<file path="src/rtl/sprite_draw_sequencer_if.sv">
// sprite_draw_sequencer_if: frame handshake, drawer start/done and pixel buses between
// the draw sequencer (master) and the clearer, sprite drawers and VGA adapter (slave).
interface sprite_draw_sequencer_if #(
   parameter int NUM_SPRITES = 4
);
   logic                        frame_tick;
   logic [NUM_SPRITES-1:0]      enable;
   logic                        clear_start;
   logic                        clear_done;
   logic [9:0]                  clr_x;
   logic [9:0]                  clr_y;
   logic                        clr_we;
   logic [2:0]                  clr_color;
   logic [NUM_SPRITES-1:0]      plot;
   logic [NUM_SPRITES-1:0]      draw_done;
   logic [NUM_SPRITES*10-1:0]   x_bus;
   logic [NUM_SPRITES*10-1:0]   y_bus;
   logic [NUM_SPRITES-1:0]      we_bus;
   logic [NUM_SPRITES*3-1:0]    color_bus;
   logic [9:0]                  vga_x;
   logic [9:0]                  vga_y;
   logic                        vga_we;
   logic [2:0]                  vga_color;
   logic                        busy;
   logic                        frame_done;
   logic                        frame_overrun;
   logic                        timeout_err;
   logic [4:0]                  err_idx;
   logic                        err_clear;
   modport master (
      input  frame_tick, enable, clear_done, clr_x, clr_y, clr_we, clr_color,
             draw_done, x_bus, y_bus, we_bus, color_bus, err_clear,
      output clear_start, plot, vga_x, vga_y, vga_we, vga_color,
             busy, frame_done, frame_overrun, timeout_err, err_idx
   );
   modport slave (
      output frame_tick, enable, clear_done, clr_x, clr_y, clr_we, clr_color,
             draw_done, x_bus, y_bus, we_bus, color_bus, err_clear,
      input  clear_start, plot, vga_x, vga_y, vga_we, vga_color,
             busy, frame_done, frame_overrun, timeout_err, err_idx
   );
endinterface

</file>
<file path="src/rtl/sprite_draw_sequencer.sv">
// sprite_draw_sequencer: per-frame background clear then in-order sprite plotting,
// with a registered pixel mux onto the VGA write port and a per-stage watchdog.
module sprite_draw_sequencer #(
   parameter int NUM_SPRITES = 4,
   parameter int TIMEOUT     = 4095
) (
   input logic                     clk,
   input logic                     reset_n,
   sprite_draw_sequencer_if.master bus
);
   localparam int          IW           = NUM_SPRITES > 1 ? $clog2(NUM_SPRITES) : 1;
   localparam logic [11:0] TO           = 12'(TIMEOUT);
   localparam logic [2:0]  S_IDLE       = 3'd0;
   localparam logic [2:0]  S_CLEAR      = 3'd1;
   localparam logic [2:0]  S_CLEAR_WAIT = 3'd2;
   localparam logic [2:0]  S_PLOT       = 3'd3;
   localparam logic [2:0]  S_WAIT       = 3'd4;
   localparam logic [2:0]  S_DONE       = 3'd5;

   logic [2:0]             state_q, state_d;
   logic [IW-1:0]          idx_q, idx_d, nxt;
   logic [NUM_SPRITES-1:0] en_q, en_d, pend_q, pend_d, one_hot, avail;
   logic [11:0]            cnt_q, cnt_d;
   logic                   ovr_q, ovr_d, terr_q, terr_d;
   logic [4:0]             eidx_q, eidx_d;
   logic [9:0]             vx_q, vx_d, vy_q, vy_d;
   logic                   vwe_q, vwe_d;
   logic [2:0]             vc_q, vc_d;
   logic                   start, waiting, stage_done, expire, advance, found;

   always_comb begin
      start      = state_q == S_IDLE && bus.frame_tick;
      waiting    = state_q == S_CLEAR_WAIT || state_q == S_WAIT;
      one_hot    = NUM_SPRITES'(1) << idx_q;
      stage_done = state_q == S_CLEAR_WAIT ? bus.clear_done : state_q == S_WAIT && bus.draw_done[idx_q];
      expire     = waiting && !stage_done && cnt_q == TO;
      advance    = stage_done || expire;
      en_d       = start ? bus.enable : en_q;
      pend_d     = start ? '0 : state_q == S_WAIT && advance ? pend_q | one_hot : pend_q;
      avail      = en_q & ~pend_d;
      found      = 1'b0;
      nxt        = '0;
      // descending scan leaves the lowest pending enabled slot selected
      for (int i = NUM_SPRITES - 1; i >= 0; i--) begin
         found = avail[i] ? 1'b1 : found;
         nxt   = avail[i] ? IW'(i) : nxt;
      end
      state_d = state_q == S_IDLE  ? (bus.frame_tick ? S_CLEAR : S_IDLE)
              : state_q == S_CLEAR ? S_CLEAR_WAIT
              : state_q == S_PLOT  ? S_WAIT
              : waiting            ? (advance ? (found ? S_PLOT : S_DONE) : state_q)
              : S_IDLE;
      idx_d   = waiting && advance && found ? nxt : idx_q;
      cnt_d   = state_d == S_CLEAR || state_d == S_PLOT ? 12'd0 : cnt_q == TO ? cnt_q : cnt_q + 12'd1;
      ovr_d   = state_q != S_IDLE && bus.frame_tick ? 1'b1 : bus.err_clear ? 1'b0 : ovr_q;
      terr_d  = expire ? 1'b1 : bus.err_clear ? 1'b0 : terr_q;
      eidx_d  = expire ? (state_q == S_CLEAR_WAIT ? 5'd31 : 5'(idx_q)) : bus.err_clear ? 5'd0 : eidx_q;
      vwe_d   = state_q == S_CLEAR_WAIT ? bus.clr_we : state_q == S_WAIT && bus.we_bus[idx_q];
      vx_d    = state_q == S_CLEAR_WAIT ? bus.clr_x : state_q == S_WAIT ? bus.x_bus[idx_q*10 +: 10] : vx_q;
      vy_d    = state_q == S_CLEAR_WAIT ? bus.clr_y : state_q == S_WAIT ? bus.y_bus[idx_q*10 +: 10] : vy_q;
      vc_d    = state_q == S_CLEAR_WAIT ? bus.clr_color : state_q == S_WAIT ? bus.color_bus[idx_q*3 +: 3] : vc_q;
   end

   always_ff @(posedge clk or negedge reset_n) begin
      if (!reset_n) begin
         state_q <= S_IDLE;
         idx_q   <= '0;
         en_q    <= '0;
         pend_q  <= '0;
         cnt_q   <= '0;
         ovr_q   <= 1'b0;
         terr_q  <= 1'b0;
         eidx_q  <= '0;
         vx_q    <= '0;
         vy_q    <= '0;
         vwe_q   <= 1'b0;
         vc_q    <= '0;
      end else begin
         state_q <= state_d;
         idx_q   <= idx_d;
         en_q    <= en_d;
         pend_q  <= pend_d;
         cnt_q   <= cnt_d;
         ovr_q   <= ovr_d;
         terr_q  <= terr_d;
         eidx_q  <= eidx_d;
         vx_q    <= vx_d;
         vy_q    <= vy_d;
         vwe_q   <= vwe_d;
         vc_q    <= vc_d;
      end
   end

   assign bus.plot          = state_q == S_PLOT ? one_hot : '0;
   assign bus.clear_start   = state_q == S_CLEAR;
   assign bus.busy          = state_q != S_IDLE;
   assign bus.frame_done    = state_q == S_DONE;
   assign bus.frame_overrun = ovr_q;
   assign bus.timeout_err   = terr_q;
   assign bus.err_idx       = eidx_q;
   assign bus.vga_x         = vx_q;
   assign bus.vga_y         = vy_q;
   assign bus.vga_we        = vwe_q;
   assign bus.vga_color     = vc_q;
endmodule

</file>
<file path="src/flat_wrapper.sv">
// flat-port wrapper written by rule: the top's interface ports become plain ports
module sprite_draw_sequencer_flat 
#(
   parameter int NUM_SPRITES = 4,
   parameter int TIMEOUT     = 4095
)
  (clk, reset_n, bus_frame_tick, bus_enable, bus_clear_done, bus_clr_x, bus_clr_y, bus_clr_we, bus_clr_color, bus_draw_done, bus_x_bus, bus_y_bus, bus_we_bus, bus_color_bus, bus_err_clear, bus_clear_start, bus_plot, bus_vga_x, bus_vga_y, bus_vga_we, bus_vga_color, bus_busy, bus_frame_done, bus_frame_overrun, bus_timeout_err, bus_err_idx);
  sprite_draw_sequencer_if #(.NUM_SPRITES(NUM_SPRITES)) bus_i ();
  input logic clk;
  input logic reset_n;
  input wire logic [$bits(bus_i.frame_tick)-1:0] bus_frame_tick;
  input wire logic [$bits(bus_i.enable)-1:0] bus_enable;
  input wire logic [$bits(bus_i.clear_done)-1:0] bus_clear_done;
  input wire logic [$bits(bus_i.clr_x)-1:0] bus_clr_x;
  input wire logic [$bits(bus_i.clr_y)-1:0] bus_clr_y;
  input wire logic [$bits(bus_i.clr_we)-1:0] bus_clr_we;
  input wire logic [$bits(bus_i.clr_color)-1:0] bus_clr_color;
  input wire logic [$bits(bus_i.draw_done)-1:0] bus_draw_done;
  input wire logic [$bits(bus_i.x_bus)-1:0] bus_x_bus;
  input wire logic [$bits(bus_i.y_bus)-1:0] bus_y_bus;
  input wire logic [$bits(bus_i.we_bus)-1:0] bus_we_bus;
  input wire logic [$bits(bus_i.color_bus)-1:0] bus_color_bus;
  input wire logic [$bits(bus_i.err_clear)-1:0] bus_err_clear;
  output wire logic [$bits(bus_i.clear_start)-1:0] bus_clear_start;
  output wire logic [$bits(bus_i.plot)-1:0] bus_plot;
  output wire logic [$bits(bus_i.vga_x)-1:0] bus_vga_x;
  output wire logic [$bits(bus_i.vga_y)-1:0] bus_vga_y;
  output wire logic [$bits(bus_i.vga_we)-1:0] bus_vga_we;
  output wire logic [$bits(bus_i.vga_color)-1:0] bus_vga_color;
  output wire logic [$bits(bus_i.busy)-1:0] bus_busy;
  output wire logic [$bits(bus_i.frame_done)-1:0] bus_frame_done;
  output wire logic [$bits(bus_i.frame_overrun)-1:0] bus_frame_overrun;
  output wire logic [$bits(bus_i.timeout_err)-1:0] bus_timeout_err;
  output wire logic [$bits(bus_i.err_idx)-1:0] bus_err_idx;
  assign bus_i.frame_tick = bus_frame_tick;
  assign bus_i.enable = bus_enable;
  assign bus_i.clear_done = bus_clear_done;
  assign bus_i.clr_x = bus_clr_x;
  assign bus_i.clr_y = bus_clr_y;
  assign bus_i.clr_we = bus_clr_we;
  assign bus_i.clr_color = bus_clr_color;
  assign bus_i.draw_done = bus_draw_done;
  assign bus_i.x_bus = bus_x_bus;
  assign bus_i.y_bus = bus_y_bus;
  assign bus_i.we_bus = bus_we_bus;
  assign bus_i.color_bus = bus_color_bus;
  assign bus_i.err_clear = bus_err_clear;
  assign bus_clear_start = bus_i.clear_start;
  assign bus_plot = bus_i.plot;
  assign bus_vga_x = bus_i.vga_x;
  assign bus_vga_y = bus_i.vga_y;
  assign bus_vga_we = bus_i.vga_we;
  assign bus_vga_color = bus_i.vga_color;
  assign bus_busy = bus_i.busy;
  assign bus_frame_done = bus_i.frame_done;
  assign bus_frame_overrun = bus_i.frame_overrun;
  assign bus_timeout_err = bus_i.timeout_err;
  assign bus_err_idx = bus_i.err_idx;
  sprite_draw_sequencer #(.NUM_SPRITES(NUM_SPRITES), .TIMEOUT(TIMEOUT)) u_core (.clk(clk), .reset_n(reset_n), .bus(bus_i));
endmodule
</file>
<file path="config.mk">
export PLATFORM = sky130hd
export DESIGN_NAME = sprite_draw_sequencer_flat
export DESIGN_NICKNAME = d
export VERILOG_FILES = /design/src/rtl/sprite_draw_sequencer_if.sv /design/src/rtl/sprite_draw_sequencer.sv /design/src/flat_wrapper.sv
export SDC_FILE = /design/constraint.sdc
export NUM_CORES = 1
export LEC_CHECK = 0
export BUFFER_PORTS_ARGS = -buffer_cell sky130_fd_sc_hd__clkbuf_2
export CAP_MARGIN = 20
export CORE_AREA = 8 8 107 109
export CTS_CLUSTER_DIAMETER = 200
export DETAILED_ROUTE_END_ITERATION = 10
export DIE_AREA = 0 0 115 117
export HOLD_SLACK_MARGIN = 0.06
export PLACE_DENSITY = 0.68
export SETUP_SLACK_MARGIN = 0.15
export SYNTH_ARGS = -nofsm -noshare
export SYNTH_HDL_FRONTEND = slang
export SYNTH_SLANG_ARGS = --single-unit
export TNS_END_PERCENT = 5
</file>
<file path="constraint.sdc">
create_clock -name clk -period 4.3 [get_ports clk]
set_input_delay 0.86 -clock clk [delete_from_list [all_inputs] [get_ports clk]]
set_output_delay 0.86 -clock clk [all_outputs]
set_load 0.02 [all_outputs]
</file>
==> results.sh <==
export IMPL_run_status="finished, final reports clean"
export IMPL_cts_max_level=2
export IMPL_area_sequential_um2=1350
export IMPL_seq_power_share_pct=30.5
export IMPL_internal_power_consumption_mw=1.61
export IMPL_critical_path_top_delay_family="flip-flops"
export IMPL_postSynth_asyncResetShare_pct=100
export IMPL_p_clk_share_pct=12.3
export IMPL_top_layer_used="met4"
export IMPL_critical_path_arrival_ns=1.95
export IMPL_synth_enable_flop_cells=0
export IMPL_wl_met1_um=4760
export IMPL_worst_hold_startpoint="u_core.bus.vga_y[3]"
export IMPL_worstPathBufferInverterCount=2
export IMPL_gp_routability_congestion=0.910
export IMPL_tritoncts="built"
export IMPL_tightest_slew_ns=0.887
export IMPL_slew_viol_final=0
export IMPL_finalHoldViolations=0
export IMPL_postSynthAreaPerCell_um2=10.7
export IMPL_design_final_nets=621
export IMPL_hold_worst_slack_ns=0.490
export IMPL_power_ir_vdd_worst_mv=0.325
export IMPL_critical_path_startpoint_type="flip-flop"
export IMPL_timing_critical_path_to_type="output pin"
export IMPL_layout_drive_gt1_share_pct=48.2
export IMPL_post_synth_most_frequent_cells="dfrtp_1, nand2_1, o21ai_0, mux4_2, mux2i_1"
export IMPL_cts_root_buffer="clkbuf_8"
export IMPL_clock_sink_total=54
export IMPL_share_comb_of_total_power_pct=57.2
export IMPL_worst_ep_required_time_ns=3.44
export IMPL_detail_route_wl_per_cell_um=18.2
export IMPL_finalSetupViolCount=0
export IMPL_grt_start_max_net_pins=50
export IMPL_grt_antenna_before_repair=0
export IMPL_yosysSeqAreaShare_pct=38.2
export IMPL_routed_via_count=3260
export IMPL_switchingPower_mw=1.36
export IMPL_grt_first_pass_wirelength_um=17400
export IMPL_floorplan_initialDensity_pct=35.7
export IMPL_core_region_area_um2=9910
export IMPL_final_min_clock_period_ns=2.81
export IMPL_finalClockSkew_ns=0.0109
export IMPL_crit_path_cell_trace="inv_1 > or2_2 > nor3_1 > clkbuf_2"
export IMPL_wl_met3_um=749
export IMPL_postRouteWirelength_um=11300
export IMPL_buffer_ports_inserted=170
export IMPL_post_synth_num_cell_types=56
export IMPL_largest_driver_fanout_on_the_critical_path=13
export IMPL_clockBufferDepth=2
export IMPL_cts_resized=0
export IMPL_postLayoutSetupSlackWorst_ns=1.49
export IMPL_groute_usage_overall_pct=16.2
export IMPL_synth_top_cell_area_share_pct=38.2
export IMPL_static_leakage_nw=2.28
export IMPL_pre_cts_ws_ns=1.38
export IMPL_clkTransAtPathRegs_ns=0.10
export IMPL_netlist_top_cells_area="dfrtp_1, mux4_2, mux2i_1, nand2_1, o21ai_0"
export IMPL_maxCapViolCount=0
export IMPL_power_density_cell_area_nw_per_um2=646
export IMPL_insertedDiodeCount=0
export IMPL_hold_path_class="flip-flop to flip-flop"
export IMPL_yosys_warnings=0
export IMPL_first_pass_iters=6
export IMPL_critical_path_class="flip-flop to output pin"
export IMPL_crit_slowest_cell="dfrtp_1"
export IMPL_viasPerCell=5.22
export IMPL_setup_repair_after_global_routing_missed_its_margin="false"
export IMPL_max_clock_freq_mhz=356
export IMPL_totalNegativeSetupSlack_ns=0
export IMPL_placement_rows=37
export IMPL_post_route_period_util_pct=65.3
export IMPL_holdBufCountCts=0
export IMPL_die_width_um=115
export IMPL_route_antenna_remaining_nets=0
export IMPL_detailedPlacementHpwl_um=9150
export IMPL_synthMostInstantiatedCell="dfrtp_1"
export IMPL_globalRoute_totalOverflow=0
export IMPL_rrSetupSlack_ns=1.66
export IMPL_synth_main_ff_cell="dfrtp_1"
export IMPL_reg2reg_depth=6
export IMPL_detailroute_wirelength_met2_um=5690
export IMPL_report_power_total_mw=2.97
export IMPL_r2r_start="u_core.idx_q[1]"
export IMPL_worstHoldEndpoint="u_core.bus.vga_y[3]"
export IMPL_clk_insertion_delay_late_ns=0.31
export IMPL_switching_share_pct=45.7
export IMPL_final_fill_count=981
export IMPL_synthesis_area_um2=3530
export IMPL_multi_input_comb_area_um2=2030
export IMPL_first_global_vias=3374
export IMPL_die_area_um2=13500
export IMPL_synthToLayoutAreaGrowth_pct=30.1
export IMPL_floorplan_io_pins=171
export IMPL_synth_area_leader_cell="dfrtp_1"
export IMPL_timing_hold_worst_path_depth=2
export IMPL_rr_endpoint="u_core.cnt_q[11]"
export IMPL_synthCells=331
export IMPL_numCtsBuffers=5
export IMPL_drc=0
export IMPL_postCtsSetupRepairBufs=0
export IMPL_die_height_um=117
export IMPL_slowest_delay_ns=0.64
export IMPL_timing_slew_headroom_pct=40.7
export IMPL_synth_nets=465
export IMPL_number_of_drc_markers_after_the_initial_detailed_route_iteration=221
export IMPL_yosys_register_bits=54
==> stage by stage <==
stage                     std cells  area (µm²)  util [%]
after global placement          616        4470      45.2
final                           624        4600      46.4
after floorplan                 331        3530         -
after global routing            624        4600      46.4
after detailed placement        616        4470      45.2
after CTS                       624        4600      46.4
==> worst max-delay path by stage <==
stage,startpoint,to,slack (ns),cells past startpoint
final,u_core.state_q[0],bus_plot[0],1.49,4
after global routing,u_core.state_q[0],bus_plot[0],1.38,4
after CTS,u_core.state_q[0],bus_plot[0],1.46,4
after detailed placement,bus_frame_tick,u_core.cnt_q[11],1.38,6
after global placement,bus_frame_tick,u_core.cnt_q[11],1.45,6
after floorplan,u_core.idx_q[0],bus_plot[1],1.85,4
==> placed cells by master (no fill, tap or decap), drive strengths merged, types with 4 or more instances in the layout <==
cell type,netlist,layout
nand3,4,4
o21ai,31,31
a31oi,5,5
mux2i,25,25
a21oi,8,8
mux4,25,25
nor3,15,15
xor2,8,8
nand4,9,9
nor3b,5,5
clkbuf,13,176
nand2,43,43
nor2,17,17
buf,14,6
dfrtp,54,54
inv,7,8
==> worst min-delay path, cell delays in order, from the launching register on <==
cell	delay [ns]
dfrtp_1	0.35
nand2_1	0.05
o21ai_0	0.06
==> layout make-up <==
type	count	area share, %
Tap cell	136	3.70
Multi-Input combinational cell	243	44.2
Clock buffer	6	1.80
Clock inverter	2	0.844
Timing Repair Buffer	176	19.5
Inverter	7	0.572
Sequential cell	54	29.4
==> layer usage <==
metal	up-vias	global-route usage [%]
met5	-	0
met4	0	4.64
met3	11	3.03
met2	123	26.8
met1	1586	21.2
li1	1540	-
==> state kept, by name, summed over array words and instances (netlist names) <==
| name | cells |
|---|---|
| u_core.cnt_q | 12 |
| u_core.bus.vga_x | 10 |
| u_core.bus.vga_y | 10 |
| u_core.en_q | 4 |
| u_core.pend_q | 4 |
| u_core.bus.err_idx | 3 |
| u_core.bus.vga_color | 3 |
| u_core.state_q | 3 |
| u_core.idx_q | 2 |
| u_core.bus.frame_overrun | 1 |
| u_core.bus.timeout_err | 1 |
| u_core.bus.vga_we | 1 |
==> power by group through the flow <==
| stage | registers (mW) | clock network, mW | logic (mW) |
|---|---|---|---|
| 6_report | 0.905 | 0.365 | 1.70 |
| 3_3_place_gp | 0.905 | 0 | 1.69 |
| 4_1_cts | 0.906 | 0.377 | 1.72 |
| 5_1_grt | 0.939 | 0.397 | 1.87 |
| 3_5_place_dp | 0.918 | 0 | 1.72 |
| 2_1_floorplan | 0.935 | 0 | 1.23 |
==> logic make-up (layout without fill, tap and decap cells) <==
kind of cell,count (synthesis),count (layout),share of synthesized area (%)
AND/OR/NAND/NOR,116,116,18.0
AO/OA/AOI/OAI,66,66,13.1
flip-flops,54,54,38.2
multiplexers,50,50,23.4
buffers and inverters,34,191,4.50
XOR/XNOR,10,10,2.48
adder cells (fa/ha/maj),1,1,0.354
Note: power is estimated with default switching activity, not from simulation.
